===== config.mk =====
export PLATFORM = sky130hd
export DESIGN_NAME = async_wr_burst_push
export DESIGN_NICKNAME = d
export VERILOG_FILES = /design/src/rtl/async_wr_burst_push_pkg.sv /design/src/rtl/wr_skid_buf2.sv /design/src/rtl/async_wr_burst_push.sv
export SDC_FILE = /design/constraint.sdc
export NUM_CORES = 1
export LEC_CHECK = 0
export CORE_UTILIZATION = 35
export CTS_CLUSTER_SIZE = 8
export DETAILED_ROUTE_END_ITERATION = 8
export PLACE_DENSITY_LB_ADDON = 0.2
export SLEW_MARGIN = 20
export SYNTH_ARGS = -nofsm -noshare
export SYNTH_HDL_FRONTEND = slang
export SYNTH_HIERARCHICAL = 1
export SYNTH_SLANG_ARGS = --single-unit

===== constraint.sdc =====
create_clock -name wr_clk -period 2.3 [get_ports wr_clk]
set_input_delay 0.46 -clock wr_clk [delete_from_list [all_inputs] [get_ports wr_clk]]
set_output_delay 0.46 -clock wr_clk [all_outputs]
set_load 0.1 [all_outputs]

===== src/rtl/async_wr_burst_push_pkg.sv =====
// rtl/async_wr_burst_push_pkg.sv - shared state encoding and FIFO entry layout for the write burst path
package async_wr_burst_push_pkg;

    typedef enum logic [0:0] {
        ST_IDLE = 1'b0,
        ST_DATA = 1'b1
    } wr_state_e;

    localparam int unsigned DEF_DATA_W = 32;
    localparam int unsigned DEF_LEN_W  = 8;

    // FIFO entry is {last_flag, data}; the read-side unpacker uses the same index
    function automatic int unsigned last_bit(input int unsigned data_w);
        return data_w;
    endfunction

endpackage


===== src/rtl/wr_skid_buf2.sv =====
// rtl/wr_skid_buf2.sv - two-entry in-order skid buffer; output always taken from the main entry
module wr_skid_buf2 #(
    parameter int unsigned W = 33
) (
    input  logic         i_clk,
    input  logic         i_rstn,
    input  logic         i_in_valid,
    input  logic [W-1:0] i_in_data,
    input  logic         i_out_ready,
    output logic         o_out_valid,
    output logic [W-1:0] o_out_data,
    output logic         o_full
);

    logic         r_main_v;
    logic         r_skid_v;
    logic [W-1:0] r_main_d;
    logic [W-1:0] r_skid_d;
    logic         w_push;

    assign w_push      = r_main_v && i_out_ready;
    assign o_out_valid = r_main_v;
    assign o_out_data  = r_main_d;
    assign o_full      = r_skid_v;

    // Producer must not offer a beat while o_full is set, so skid never overflows
    always_ff @(posedge i_clk or negedge i_rstn) begin
        if (!i_rstn) begin
            r_main_v <= 1'b0;
            r_skid_v <= 1'b0;
            r_main_d <= '0;
            r_skid_d <= '0;
        end else if (w_push) begin
            if (r_skid_v) begin
                r_main_d <= r_skid_d;
                r_main_v <= 1'b1;
                if (i_in_valid) begin
                    r_skid_d <= i_in_data;
                    r_skid_v <= 1'b1;
                end else begin
                    r_skid_v <= 1'b0;
                end
            end else if (i_in_valid) begin
                r_main_d <= i_in_data;
                r_main_v <= 1'b1;
            end else begin
                r_main_v <= 1'b0;
            end
        end else if (i_in_valid) begin
            if (!r_main_v) begin
                r_main_d <= i_in_data;
                r_main_v <= 1'b1;
            end else begin
                r_skid_d <= i_in_data;
                r_skid_v <= 1'b1;
            end
        end
    end

endmodule


===== src/rtl/async_wr_burst_push.sv =====
// rtl/async_wr_burst_push.sv - write-domain burst framer pushing {last, data} beats into the async FIFO
module async_wr_burst_push
    import async_wr_burst_push_pkg::*;
#(
    parameter int unsigned DATA_W = DEF_DATA_W,
    parameter int unsigned LEN_W  = DEF_LEN_W
) (
    input  logic              wr_clk,
    input  logic              wr_rstn,
    input  logic              s_awvalid,
    output logic              s_awready,
    input  logic [LEN_W-1:0]  s_awlen,
    input  logic              s_wvalid,
    output logic              s_wready,
    input  logic [DATA_W-1:0] s_wdata,
    input  logic              s_wlast,
    input  logic              fifo_full,
    output logic              fifo_wr_en,
    output logic [DATA_W:0]   fifo_wr_data,
    output logic              burst_done,
    output logic              len_err
);

    localparam int unsigned LAST_IDX = last_bit(DATA_W);

    wr_state_e         r_state;
    wr_state_e         w_state_nxt;
    logic              r_active;
    logic [LEN_W-1:0]  r_len_q;
    logic [LEN_W-1:0]  r_beat_cnt;
    logic              r_burst_done;
    logic              r_len_err;
    logic              w_aw_fire;
    logic              w_beat_acc;
    logic              w_last_flag;
    logic              w_skid_full;
    logic              w_main_valid;
    logic [DATA_W:0]   w_main_data;

    assign w_last_flag = (r_beat_cnt == r_len_q);
    assign w_aw_fire   = s_awvalid && s_awready;
    assign w_beat_acc  = s_wvalid && s_wready;

    // r_active holds s_awready low until the first clock after reset release
    always_comb begin
        w_state_nxt = r_state;
        s_awready   = 1'b0;
        s_wready    = 1'b0;
        case (r_state)
            ST_IDLE: begin
                s_awready = r_active;
                if (s_awvalid && r_active) begin
                    w_state_nxt = ST_DATA;
                end
            end
            ST_DATA: begin
                s_wready = !w_skid_full;
                if (s_wvalid && !w_skid_full && w_last_flag) begin
                    w_state_nxt = ST_IDLE;
                end
            end
        endcase
    end

    always_ff @(posedge wr_clk or negedge wr_rstn) begin
        if (!wr_rstn) begin
            r_state      <= ST_IDLE;
            r_active     <= 1'b0;
            r_len_q      <= '0;
            r_beat_cnt   <= '0;
            r_burst_done <= 1'b0;
            r_len_err    <= 1'b0;
        end else begin
            r_state      <= w_state_nxt;
            r_active     <= 1'b1;
            r_burst_done <= fifo_wr_en && fifo_wr_data[LAST_IDX];
            r_len_err    <= w_beat_acc && (s_wlast != w_last_flag);
            if (w_aw_fire) begin
                r_len_q    <= s_awlen;
                r_beat_cnt <= '0;
            end else if (w_beat_acc && !w_last_flag) begin
                r_beat_cnt <= r_beat_cnt + 1'b1;
            end
        end
    end

    // Framing comes from the counted length only; s_wlast just feeds len_err
    wr_skid_buf2 #(
        .W (DATA_W + 1)
    ) u_skid (
        .i_clk       (wr_clk),
        .i_rstn      (wr_rstn),
        .i_in_valid  (w_beat_acc),
        .i_in_data   ({w_last_flag, s_wdata}),
        .i_out_ready (!fifo_full),
        .o_out_valid (w_main_valid),
        .o_out_data  (w_main_data),
        .o_full      (w_skid_full)
    );

    assign fifo_wr_en   = w_main_valid && !fifo_full;
    assign fifo_wr_data = w_main_data;
    assign burst_done   = r_burst_done;
    assign len_err      = r_len_err;

endmodule


==> out/qor.yml, run 1 <==
die:
  io_pins: 84
  die_height_um: 115
  core_area_sq_mm: 0.0122
  start_util_pct: 36.4
  die_w_um: 115
  row_count: 40
  die-area_sq_mm: 0.0131
placed_design:
  portBuffers: 83
  dp_cells: 636
  gp_congestion: 0.698
  place_hpwl_mm: 7.20
  pre_cts_ws_ns: -0.160
yosys:
  synth_fa_ha_area_share_pct: 0.282
  synthesis.instances: 396
  synth_top_area_share_pct: 49.7
  synth_seq_cells: 88
  synth-async-reset-ratio_pct: 100
  synth-simple-area-share_pct: 8.87
  yosysSeqAreaShare_pct: 49.7
  synth.area.top_cells: "dfrtp_1 (50%), mux2_4 (11%), a222oi_1 (7.5%)"
  synth_edf_count: 0
  avgSynthCellArea_sq_um: 11.2
  syn_nets: 443
  synth_top_family_by_area: "compound AO/OA/AOI/OAI gates"
  netlist_area_sq_mm: 0.00443
  synth_cell_type_count: 35
  synth_top_cell_by_area: "dfrtp_1"
  synth_xor_area_share_pct: 2.17
  synth_flop_cell: "dfrtp_1"
  synth_compound_area_share_pct: 17.4
  yosysMostFrequentCell: "dfrtp_1"
  synth.area.mux_share_pct: 14.4
  ys_warn_count: 6
  synth_commonest_cells: "dfrtp_1 (88), inv_1 (38), nand2b_1 (35)"
sta:
  finClkSkew_ns: 0.00621
  final_max_slew_viol_count: 0
  rsz0062_at_grt: "no"
  fin_hold_ws_ns: 0.0710
  worst_slack_ns: 0.201
  hold_viol: 0
  relSlewSlack_pct: 27.1
  tightest_slew_ns: 1.09
  setup_viol: 0
  timing.fmax_ghz: 0.476
  finalCritPeriodShare_pct: 91.3
  layout_min_cycle_time_ns: 2.10
route:
  drtIter0Drc: 234
  drt-pass1-iter-count: 6
  ant_nets: 0
  via_count: 3407
  wl_mm: 11.3
  wire_per_inst_um: 17.3
  drc: 0
  vias_per_cell: 5.23
setup_path:
  r2r_slack_ns: 0.30
  r2r-start: "u_skid/o_full"
  worstPathBufferInverterCount: 3
  startpoint_type: "flip-flop"
  crit_path_frequent_cell: "buf_4"
  crit_chain: "buf_4 > buf_4 > nor2_1 > buf_12"
  required_ns: 1.84
  startpoint: "u_skid/o_full"
  crit_fanout: 24
  worstSetupPathType: "flip-flop to output pin"
  arrival_ns: 1.64
  critPathTopFamily: "buffers and inverters"
  crit_path_end_kind: "output pin"
  cpPeakStageDelay_ns: 0.41
  cp_slowest_cell: "dfrtp_2"
cells_and_area:
  num-nets-final: 526
  final_util_pct: 47.5
  fillers: 1123
  area_delta_synth_final_pct: 30.3
  layout.cells.non_filler: 652
  n_antenna_cell: 0
  layout-drive-gt1-share_pct: 25.4
global_route:
  grt_start_max_net_pins: 56
  antenna_found_initial: 0
  grt_overflow: 0
  grt_pass1_wl_mm: 18.9
  grtUsageTotal_pct: 18.7
  grt_pass1_vias: 3628
status:
  status: "completed"
run:
  drv_cap: 0
worst_hold_path:
  min_path_type: "input pin to async pin"
clock_tree:
  cts_buffer_depth: 2
  cts_setup_buffers: 0
  post_cts_resized: 0
  cts.sinks: 88
  cts_tree: "done"
  cts_root_buf: "clkbuf_16"
  cts_buffers: 9
  clk_latency_ns: 0.34
  ctsHoldBuffers: 0
  clkTransAtPathRegs_ns: 0.06
  h-tree-depth: 3
-- layout make-up --
cell class	count	area, sq um	share of cell area (%)
Inverter	39	146	2.53
Tap cell	168	210	3.64
Multi-Input combinational cell	239	1930	33.5
Sequential cell	88	2200	38.1
Clock buffer	11	253	4.38
Timing Repair Buffer	102	951	16.5
Clock inverter	5	78.8	1.36
-- metrics by stage --
stage / area, sq um / setup TNS, ns
final: 5780 / 0
after global routing: 5780 / 0
after CTS: 5780 / 0
after detailed placement: 5440 / -3.60
after global placement: 5440 / -2.57
after floorplan: 4430 / 0
-- per-layer routing --
layer | track usage, % | part of all wire [%]
met5 | 0 | 0
met4 | 6.58 | 1.3
met2 | 30.3 | 47
met3 | 4.50 | 6.2
met1 | 24.3 | 45
-- worst register-to-register path: cells and delay by family, from the launching register on --
kind / cells / cell delay [ns]
AND/OR/NAND/NOR: 1 / 0.46
buffers and inverters: 2 / 0.51
flip-flops: 1 / 0.41
AO/OA/AOI/OAI: 2 / 0.49
-- logic make-up after synthesis --
logic type               count (synthesis)
AO/OA/AOI/OAI                          110
XOR/XNOR                                11
adder cells (fa/ha/maj)                  1
buffers and inverters                   69
flip-flops                              88
multiplexers                            47
other                                    1
AND/OR/NAND/NOR                         69
-- placed cells by master, fill, tap and decap left out, types with 2 or more instances in the layout --
cell	instances
o22ai_1	32
mux2_2	8
nor4_2	2
nand3b_1	2
buf_4	52
nand2_1	15
bufinv_16	2
inv_1	37
nand2b_1	35
nor2_1	5
dfrtp_1	87
mux2i_1	5
inv_2	2
clkbuf_8	2
o21ai_1	18
xor2_1	10
clkinv_2	2
o21ai_0	21
mux2_4	31
clkbuf_16	9
nand3_1	3
mux2_1	3
buf_12	6
a222oi_1	33
clkdlybuf4s50_1	44
-- final timing paths --
kind	cells past startpoint	to
setup reg to reg	5	u_skid/o_out_data[10]
min in group wr_clk	1	u_skid/r_skid_d[0]
setup / recovery	4	s_wready
hold reg to reg	1	u_skid/r_skid_d[0]
max in group asynchronous	2	u_skid/o_full
hold / removal	1	r_active
-- state kept, by name, indices dropped and copies added (netlist names), 8 cells and up --
signal             count
r_beat_cnt             8
r_len_q                8
u_skid/o_out_data     33
u_skid/r_skid_d       33
Power of run 1 is not shown: default switching activity piles up to over one toggle a cycle in this logic, so the estimate is an artifact.
==> inputs of run 2 (changes only) <==
- CORE_MARGIN: not set -> 1.5
- MAX_ROUTING_LAYER: not set -> met4
==> run 2 against run 1 <==
Net effect:
- maximum frequency grew 0.30%
- hold slack lost 0.028 ns
- non-clock buffer count stayed put
- cell count unchanged
- critical path depth did not move
- clock skew shrank 0.0018 ns
- global-route usage is 0.27 points lower
- first-iteration DRC count grew 49%
- critical endpoint unchanged
==> out/qor.yml, run 2 (synthesis results as in run 1) <==
global_route:
  grt_pass1_vias: 3625
  grt-busiest-layer: "met2"
  grtUsageTotal_pct: 18.4
  grt_pass1_wl_mm: 18.5
  use_met2_pct: 29.4
  grt_overflow: 0
  met3_usage_pct: 4.08
  grt_start_max_net_pins: 38
  grt_use_met1_pct: 23.7
  antenna_found_initial: 0
route:
  ant_nets: 0
  drt-pass1-iter-count: 6
  vias_per_cell: 5.37
  via_count: 3503
  wl_mm: 11.3
  drc: 0
  drtIter0Drc: 349
  wire_per_inst_um: 17.3
clock_tree:
  ctsHoldBuffers: 0
  h-tree-depth: 3
  cts_buffers: 9
  post_cts_resized: 0
  cts_tree: "done"
  cts.sinks: 88
  cts_buffer_depth: 2
  cts_root_buf: "clkbuf_16"
  clk_latency_ns: 0.33
  clkTransAtPathRegs_ns: 0.06
  cts_setup_buffers: 0
sta:
  timing.fmax_ghz: 0.478
  finalCritPeriodShare_pct: 91.0
  relSlewSlack_pct: 26.5
  hold_viol: 0
  finClkSkew_ns: 0.00445
  setup_viol: 0
  rsz0062_at_grt: "no"
  fin_setup_tns_ns: 0
  layout_min_cycle_time_ns: 2.09
  tightest_slew_ns: 1.10
  final_max_slew_viol_count: 0
  fin_hold_ws_ns: 0.0432
die:
  core_area_sq_mm: 0.0122
  die_height_um: 116
  start_util_pct: 36.4
  io_pins: 84
  row_count: 40
  die_w_um: 116
  die-area_sq_mm: 0.0133
run:
  drv_cap: 0
setup_path:
  startpoint: "u_skid/o_full"
  arrival_ns: 1.63
  required_ns: 1.84
  crit_path_end_kind: "output pin"
  r2r-start: "r_beat_cnt[6]"
  worstSetupPathType: "flip-flop to output pin"
  startpoint_type: "flip-flop"
  crit_fanout: 25
cells_and_area:
  final_cell_mix: "dfrtp_1 (87), buf_4 (52), clkdlybuf4s50_1 (44)"
  layout-drive-gt1-share_pct: 24.8
  fillers: 1142
  n_antenna_cell: 0
  num-nets-final: 526
  area_delta_synth_final_pct: 29.6
  final_util_pct: 47.2
  layout_commonest_cell: "dfrtp_1"
worst_hold_path:
  min_path_type: "input pin to async pin"
placed_design:
  portBuffers: 83
  place_hpwl_mm: 7.46
  gp_congestion: 0.751
status:
  status: "completed"
[run 2: cell types whose count changed in the layout (fill, tap and decap cells not counted), sizes merged]
cell      before  now
bufinv         2    1
clkbuf        11   14
clkinvlp       0    1
clkinv         3    0
[run 2: worst paths after layout]
path,cells past startpoint,slack [ns],to
worst max register to register,7,0.31,u_skid/o_out_data[32]
max in group asynchronous,2,1.55,u_skid/o_full
worst min-delay path,1,0.04,u_skid/o_out_data[8]
worst min register to register,1,0.49,u_skid/r_skid_d[0]
min in group wr_clk,1,0.49,u_skid/r_skid_d[0]
worst max-delay path,4,0.21,s_wready
[run 2: metal layers]
layer  routed length, um  share of wire, %
met1                5120                45
met5                   0                 0
met2                5320                47
met3                 717               6.4
met4                 109              0.97
[run 2: worst max-delay path, cell delays in order, from the launching register on]
cell     delay (ns)
dfrtp_2        0.40
buf_4          0.23
buf_4          0.25
nor2_1         0.21
buf_12         0.21
[run 2: area by class of cell]
| class | count | area, sq um | area share [%] |
|---|---|---|---|
| multi-input cells | 239 | 1930 | 33.6 |
| clock buffers | 14 | 264 | 4.59 |
| well taps | 168 | 210 | 3.66 |
| repair buffers | 102 | 951 | 16.6 |
| clock inverters | 2 | 37.5 | 0.653 |
| flip-flops and latches | 88 | 2200 | 38.3 |
| inverters | 39 | 146 | 2.55 |
[run 2: metrics by stage]
step	instance area (sq um)	cells	worst slack (ns)
floorplan	4430	396	0.0245
detailed placement	5440	636	-0.115
global placement	5440	636	-0.0927
finish	5750	652	0.207
global route	5750	652	0.110
CTS	5750	652	0.174
Power of run 2 is left out for the same reason.
